==> src/rtl/pipe_stage_pkg.sv <==
// Shared types and constants for the handshaked pipeline stage register.
// Control bit positions follow the ID/EX control vector layout.
// No logic: types and constants only.
package pipe_stage_pkg;

    typedef enum logic [1:0] {
        EMPTY = 2'd0,
        ONE   = 2'd1,
        TWO   = 2'd2
    } stage_state_t;

    localparam int CTRL_W_DEF = 9;
    localparam int DATA_W_DEF = 136;

    localparam int CTRL_WB_EN        = 8;
    localparam int CTRL_MEM_R_EN     = 7;
    localparam int CTRL_MEM_W_EN     = 6;
    localparam int CTRL_B            = 5;
    localparam int CTRL_S            = 4;
    localparam int CTRL_EXE_CMD_MSB  = 3;
    localparam int CTRL_EXE_CMD_LSB  = 0;

endpackage

==> src/rtl/pipe_stage_perf_cnt.sv <==
// Saturating 32-bit event counter with enable and synchronous load.
// Latency: count visible the cycle after the enabled edge.
// Backpressure: none; load takes priority over counting.
module pipe_stage_perf_cnt (
    input  logic        clk,
    input  logic        rst,
    input  logic        en,
    input  logic        load,
    input  logic [31:0] load_val,
    output logic [31:0] cnt
);

    always_ff @(posedge clk or posedge rst) begin
        if (rst) begin
            cnt <= 32'd0;
        end else if (load) begin
            cnt <= load_val;
        end else if (en && (cnt != 32'hFFFF_FFFF)) begin
            cnt <= cnt + 32'd1;
        end
    end

endmodule

==> src/rtl/pipe_stage_reg.sv <==
// Handshaked pipeline stage with 2-entry skid buffer and flush; PIPE_STAGE_PERF_EN adds counters.
// Latency: 1 cycle in_fire -> out_valid; 1 entry/cycle while out_ready=1.
// Backpressure: in_ready decoded from state flop only; skid absorbs one entry, never drops.
module pipe_stage_reg
    import pipe_stage_pkg::*;
#(
    parameter int CTRL_W            = CTRL_W_DEF,
    parameter int DATA_W            = DATA_W_DEF,
    parameter bit CLR_DATA_ON_FLUSH = 1'b1
) (
    input  logic              clk,
    input  logic              rst,
    input  logic              flush,
    input  logic              in_valid,
    output logic              in_ready,
    input  logic [CTRL_W-1:0] in_ctrl,
    input  logic [DATA_W-1:0] in_data,
    output logic              out_valid,
    input  logic              out_ready,
    output logic [CTRL_W-1:0] out_ctrl,
`ifdef PIPE_STAGE_PERF_EN
    output logic [DATA_W-1:0] out_data,
    output logic [31:0]       stall_cnt,
    output logic [31:0]       bubble_cnt,
    output logic [31:0]       flush_cnt
`else
    output logic [DATA_W-1:0] out_data
`endif
);

    stage_state_t      state, state_nxt;
    logic [CTRL_W-1:0] main_ctrl, main_ctrl_nxt, skid_ctrl, skid_ctrl_nxt;
    logic [DATA_W-1:0] main_data, main_data_nxt, skid_data, skid_data_nxt;
    logic              in_fire, out_fire;

    assign in_ready  = (state != TWO);
    assign out_valid = (state != EMPTY);
    assign in_fire   = in_valid & in_ready;
    assign out_fire  = out_valid & out_ready;
    assign out_ctrl  = main_ctrl;
    assign out_data  = main_data;

    always_ff @(posedge clk or posedge rst) begin
        if (rst) begin
            state     <= EMPTY;
            main_ctrl <= '0;
            main_data <= '0;
            skid_ctrl <= '0;
            skid_data <= '0;
        end else begin
            state     <= state_nxt;
            main_ctrl <= main_ctrl_nxt;
            main_data <= main_data_nxt;
            skid_ctrl <= skid_ctrl_nxt;
            skid_data <= skid_data_nxt;
        end
    end

    always_comb begin
        state_nxt     = state;
        main_ctrl_nxt = main_ctrl;
        main_data_nxt = main_data;
        skid_ctrl_nxt = skid_ctrl;
        skid_data_nxt = skid_data;
        if (flush) begin
            // Kill everything held and drop any input offered this cycle.
            state_nxt     = EMPTY;
            main_ctrl_nxt = '0;
            skid_ctrl_nxt = '0;
            if (CLR_DATA_ON_FLUSH) begin
                main_data_nxt = '0;
                skid_data_nxt = '0;
            end
        end else begin
            case (state)
                EMPTY: begin
                    if (in_fire) begin
                        state_nxt     = ONE;
                        main_ctrl_nxt = in_ctrl;
                        main_data_nxt = in_data;
                    end
                end
                ONE: begin
                    if (in_fire && out_fire) begin
                        main_ctrl_nxt = in_ctrl;
                        main_data_nxt = in_data;
                    end else if (in_fire) begin
                        state_nxt     = TWO;
                        skid_ctrl_nxt = in_ctrl;
                        skid_data_nxt = in_data;
                    end else if (out_fire) begin
                        // Zeroed ctrl makes the empty stage a harmless bubble.
                        state_nxt     = EMPTY;
                        main_ctrl_nxt = '0;
                    end
                end
                TWO: begin
                    if (out_fire) begin
                        state_nxt     = ONE;
                        main_ctrl_nxt = skid_ctrl;
                        main_data_nxt = skid_data;
                        skid_ctrl_nxt = '0;
                    end
                end
                default: begin
                    state_nxt     = EMPTY;
                    main_ctrl_nxt = '0;
                    skid_ctrl_nxt = '0;
                end
            endcase
        end
    end

`ifdef PIPE_STAGE_PERF_EN
    pipe_stage_perf_cnt u_stall_cnt (
        .clk      (clk),
        .rst      (rst),
        .en       (out_valid & ~out_ready),
        .load     (1'b0),
        .load_val (32'd0),
        .cnt      (stall_cnt)
    );

    pipe_stage_perf_cnt u_bubble_cnt (
        .clk      (clk),
        .rst      (rst),
        .en       (~out_valid),
        .load     (1'b0),
        .load_val (32'd0),
        .cnt      (bubble_cnt)
    );

    pipe_stage_perf_cnt u_flush_cnt (
        .clk      (clk),
        .rst      (rst),
        .en       (flush),
        .load     (1'b0),
        .load_val (32'd0),
        .cnt      (flush_cnt)
    );
`endif

endmodule

==> config.mk <==
export PLATFORM = sky130hd
export DESIGN_NAME = pipe_stage_reg
export DESIGN_NICKNAME = d
export VERILOG_FILES = /design/src/rtl/pipe_stage_pkg.sv /design/src/rtl/pipe_stage_perf_cnt.sv /design/src/rtl/pipe_stage_reg.sv
export SDC_FILE = /design/constraint.sdc
export NUM_CORES = 1
export LEC_CHECK = 0
export BUFFER_PORTS_ARGS = -buffer_cell sky130_fd_sc_hd__buf_2
export CORE_ASPECT_RATIO = 0.9
export CORE_MARGIN = 2
export CORE_UTILIZATION = 60
export CTS_BUF_LIST = sky130_fd_sc_hd__clkbuf_2
export DETAILED_ROUTE_END_ITERATION = 10
export GPL_ROUTABILITY_DRIVEN = 0
export HOLD_SLACK_MARGIN = 0.03
export PLACE_DENSITY = 0.91
export RECOVER_POWER = 50
export SLEW_MARGIN = 20
export SYNTH_ARGS = -nofsm -noshare
export SYNTH_HDL_FRONTEND = slang
export SYNTH_SLANG_ARGS = --single-unit
==> constraint.sdc <==
create_clock -name clk -period 20.1 [get_ports clk]
set_input_delay 1.005 -clock clk [delete_from_list [all_inputs] [get_ports clk]]
set_output_delay 1.005 -clock clk [all_outputs]
set_load 0.02 [all_outputs]
After elaboration in Yosys (flattened, before gate mapping) --
Cells that the tools add are included.
Word-level totals: memory bits (read-only) 0, memories kept 0, output and inout bits 147, input port bits 150, bits in registers 292, word-level logic and storage cells 56, bits in writable memories 0, latch bits 0
Cells by class: add/subtract/negate cells 0, bitwise operators 2, multiplexer cells 25, shift-type cells 0, divide/modulo/power cells 0, equality and inequality tests 13, $mul 0, magnitude comparators 0, reduce and logical (&&, ||, !) cells 11
Operators with widths (number):
- 2-to-1 mux 136 bit | 7
- one-hot mux 136 bit (3 select lines) | 1
- 2-to-1 mux 9 bit | 8
- one-hot mux 9 bit (3 select lines) | 2
- AND reduction 4 bit | 4
- inequality test 3 bit, second input constant | 5
- 2-to-1 mux 2 bit | 6
- inequality test 4 bit, second input constant | 3
- inequality test 2 bit, second input constant | 3
- one-hot mux 2 bit (3 select lines) | 1
- nonzero test 2 bit | 3
- nonzero test 4 bit | 1
- AND reduction 3 bit | 1
- AND 1 bit | 2
- equality test 2 x 1 -> 1 bit, second input constant | 1
- equality test 2 bit, second input constant | 1
- zero test 2 bit | 1
- logical AND 1 bit | 1

Longest topological paths before layout --
depth in word-level cells 7, gate-level depth with buffers 10

Worst setup path after synthesis --
No wires, ideal clock.
path kind input -> register, from input port in_valid, to register main_data[0], in the netlist out_data[0], stages on the path 7, required time 19.973 ns, arrival time 2.268 ns, setup time 0.127 ns, setup slack 17.705 ns, cells stage by stage nor2b_4 nand2_1 a221oi_2 buf_4 buf_8 buf_8 mux2_1
Between the ends: longest elaborated chain between the ends 4
Ends and longest elaborated chain:
- start, declared | RTL line pipe_stage_reg.sv:14 | input logic in_valid,
- AND 1 bit * | RTL line pipe_stage_reg.sv:38 | assign in_fire = in_valid & in_ready;
- logical AND 1 bit | RTL line pipe_stage_reg.sv:84 | if (in_fire && out_fire) begin
- inequality test 3 bit (no source line)
- AND reduction 4 bit (no source line) *
- end signal, assigned | RTL line pipe_stage_reg.sv:53 | main_data <= main_data_nxt;
- end, declared | RTL line pipe_stage_reg.sv:33 | logic [DATA_W-1:0] main_data, main_data_nxt, skid_data, skid_data_nxt;
Every way passes the cells marked *; elsewhere a longest branch is shown, timed or not. A chain may end at the register's enable or synchronous reset.

==> results.toml <==
[run_status]
status = "finished with violations"
failed_checks = "max-capacitance violations, max-slew violations"

[route]
drc = 0
vias = 10725
viasPerCell = 5.58
dr.pass1.iters = 5
wirelength_um = 32700
drt-initial-drc-count = 855
wl_per_cell_um = 17.0
ant_nets = 0

[place]
dp_slack_ps = 16280
dp_hpwl_um = 20300
placed_cells = 1796
io_buffers = 296
place_area_um2 = 15000

[finish]
syn_to_final_growth_pct = 14.5
layout_commonest_cell = "dfrtp_1"
postLayoutCoreUtil = 0.693
drive_gt1_frac = 0.244
fin_area_um2 = 15500
layoutNonFillerInstCount = 1922
nets = 1730
final_cell_mix = "dfrtp_1 (292), nand2_1 (282), buf_2 (156)"

[sta]
period_share = 0.407
grt_setup_unrepaired = "no"
min_period_ps = 8190
drv_slew = 272
slew_headroom = -3.13
hold_slack_ps = 432
clock_skew_ps = 67.8
max_freq_ghz = 0.122
layout_setup_ws_ps = 11910
setup_viol_count_final = 0
worst_pin_slew_ps = 6160
setup_tns_ps = 0
hold_violations = 0

[synthesis]
yosysTopAreaCell = "dfrtp_1"
ys_seq_elements = 292
syn_nets = 1442
synthTopCellsByArea = "dfrtp_1 (54%), mux2i_1 (11%), mux2_2 (8.8%)"
ys.warnings.count = 0
syn_area_um2 = 13500
yosysSeqAreaShare = 0.541
netlist_instances = 1288
yosysUniqueCellTypes = 32
syn_avg_cell_area_um2 = 10.5
synth_top_area_frac = 0.541

[cts]
cts_made_buffers = 75
clk_latency_ps = 820
cts_resized = 0
cts-root-buf = "clkbuf_2"
cts_buffer_depth = 3
cts_setup_buffers = 0
cts.clk_slew.worst_paths_ps = 100
tritoncts = "yes"
holdBufCountCts = 0
htree_levels = 3
cts_sinks = 292

[setup_path]
max_stage_delay_ps = 3370
critical_path_buf_inv_count = 4
cp_data_required_time_ps = 20870
cp_max_fo = 141
path_cells = "buf_2, clkinvlp_2, clkbuf_1, buf_4"
cpLargestDelayFamily = "buffers and inverters"
cp-start-kind = "primary input"
reg2reg_slack_ps = 14940
crit_type = "primary input to async pin"
worstPathArrival_ps = 8960
critPathSlowestCell = "clkinvlp_2"
endpoint_kind = "async pin"

[power_and_ir_drop]
vdd_ir_drop_max_mv = 0.0801
power_leakage_nw = 7.10
power.total_mw = 2.10
p_per_area_nw_per_um2 = 136

[die]
dieArea_um2 = 23700
initial_core_util = 0.606
io_pins = 297
die_w_um = 162
die_h_um = 146
rows = 52
core_um2 = 22300

[flow_run]
drv_cap = 3

[grt]
grt_pass1_vias = 11035
grt_usage = 0.277
grt_pass1_wl_um = 53400
antenna_found_initial = 6
grt_max_degree = 142
grt_overflow = 0

[min_path]
hold_class = "primary input to flop"
## registers in the layout (all words and copies together) (netlist names)
register	cells
out_data	136
out_ctrl	9
skid_ctrl	9
skid_data	136
state	2
## area by class of cell
type | count | area [um2]
Multi-Input combinational cell | 885 | 5690
Timing Repair Buffer | 306 | 1390
Inverter | 16 | 61.3
Clock inverter | 10 | 95.1
Tap cell | 297 | 372
Clock buffer | 111 | 556
Sequential cell | 292 | 7310
Fill cell | 1696 | 6840
Antenna cell | 5 | 12.5
## report_power, final
part	leakage (nW)	switching [mW]	internal, mW
logic	2.69	0.526	0.305
clock network	0.505	0.234	0.169
registers	3.91	0.107	0.762
## worst register-to-register path, cell delays in order (launching register included)
cell and delay (ps):
dfrtp_1 430, inv_1 120, ha_1 1910, nor2b_1 590, nand3_4 820, buf_4 810
nand2_1 220, a21oi_1 220
## cell usage after synthesis, drive strengths merged
library cell and instances:
a211oi 1, a21oi 138, a221oi 1, a22o 9, a31oi 1, a32o 1
and2b 1, and3 1, buf 43, clkbuf 52, dfrtp 292, ha 4
inv 16, mux2 146, mux2i 145, nand2 282, nand2b 3, nand3 2
nand4b 1, nor2 138, nor2b 2, nor3 2, o21ai 5, o21bai 1
o221a 1
## per-layer routing
layer,share of wire,vias to the layer above,GRT usage
met5,0.00024,-,0
met3,0.064,94,0.0679
met1,0.40,5304,0.344
li1,-,4916,-
met4,0.034,2,0.130
met2,0.50,409,0.459
## cell families after synthesis
family	after synthesis	share of synthesized area
AND/OR/NAND/NOR	432	0.123
flip-flops	292	0.541
multiplexers	291	0.229
AO/OA/AOI/OAI	158	0.0637
buffers and inverters	111	0.0401
adder cells (fa/ha/maj)	4	0.00370
## final timing paths
path | startpoint | end | depth (start not counted)
min in group asynchronous | rst | out_data[25]$_DFFE_PP0P_ | 2
setup reg to reg | state[0]$_DFFE_PP0P_ | skid_data[25]$_DFFE_PP0P_ | 7
hold / removal | in_data[119] | skid_data[119]$_DFFE_PP0P_ | 3
max in group clk | state[0]$_DFFE_PP0P_ | skid_data[25]$_DFFE_PP0P_ | 7
hold reg to reg | out_data[38]$_DFFE_PP0P_ | out_data[38]$_DFFE_PP0P_ | 1
setup / recovery | rst | out_data[94]$_DFFE_PP0P_ | 4
(Power assumes the default switching activity.)
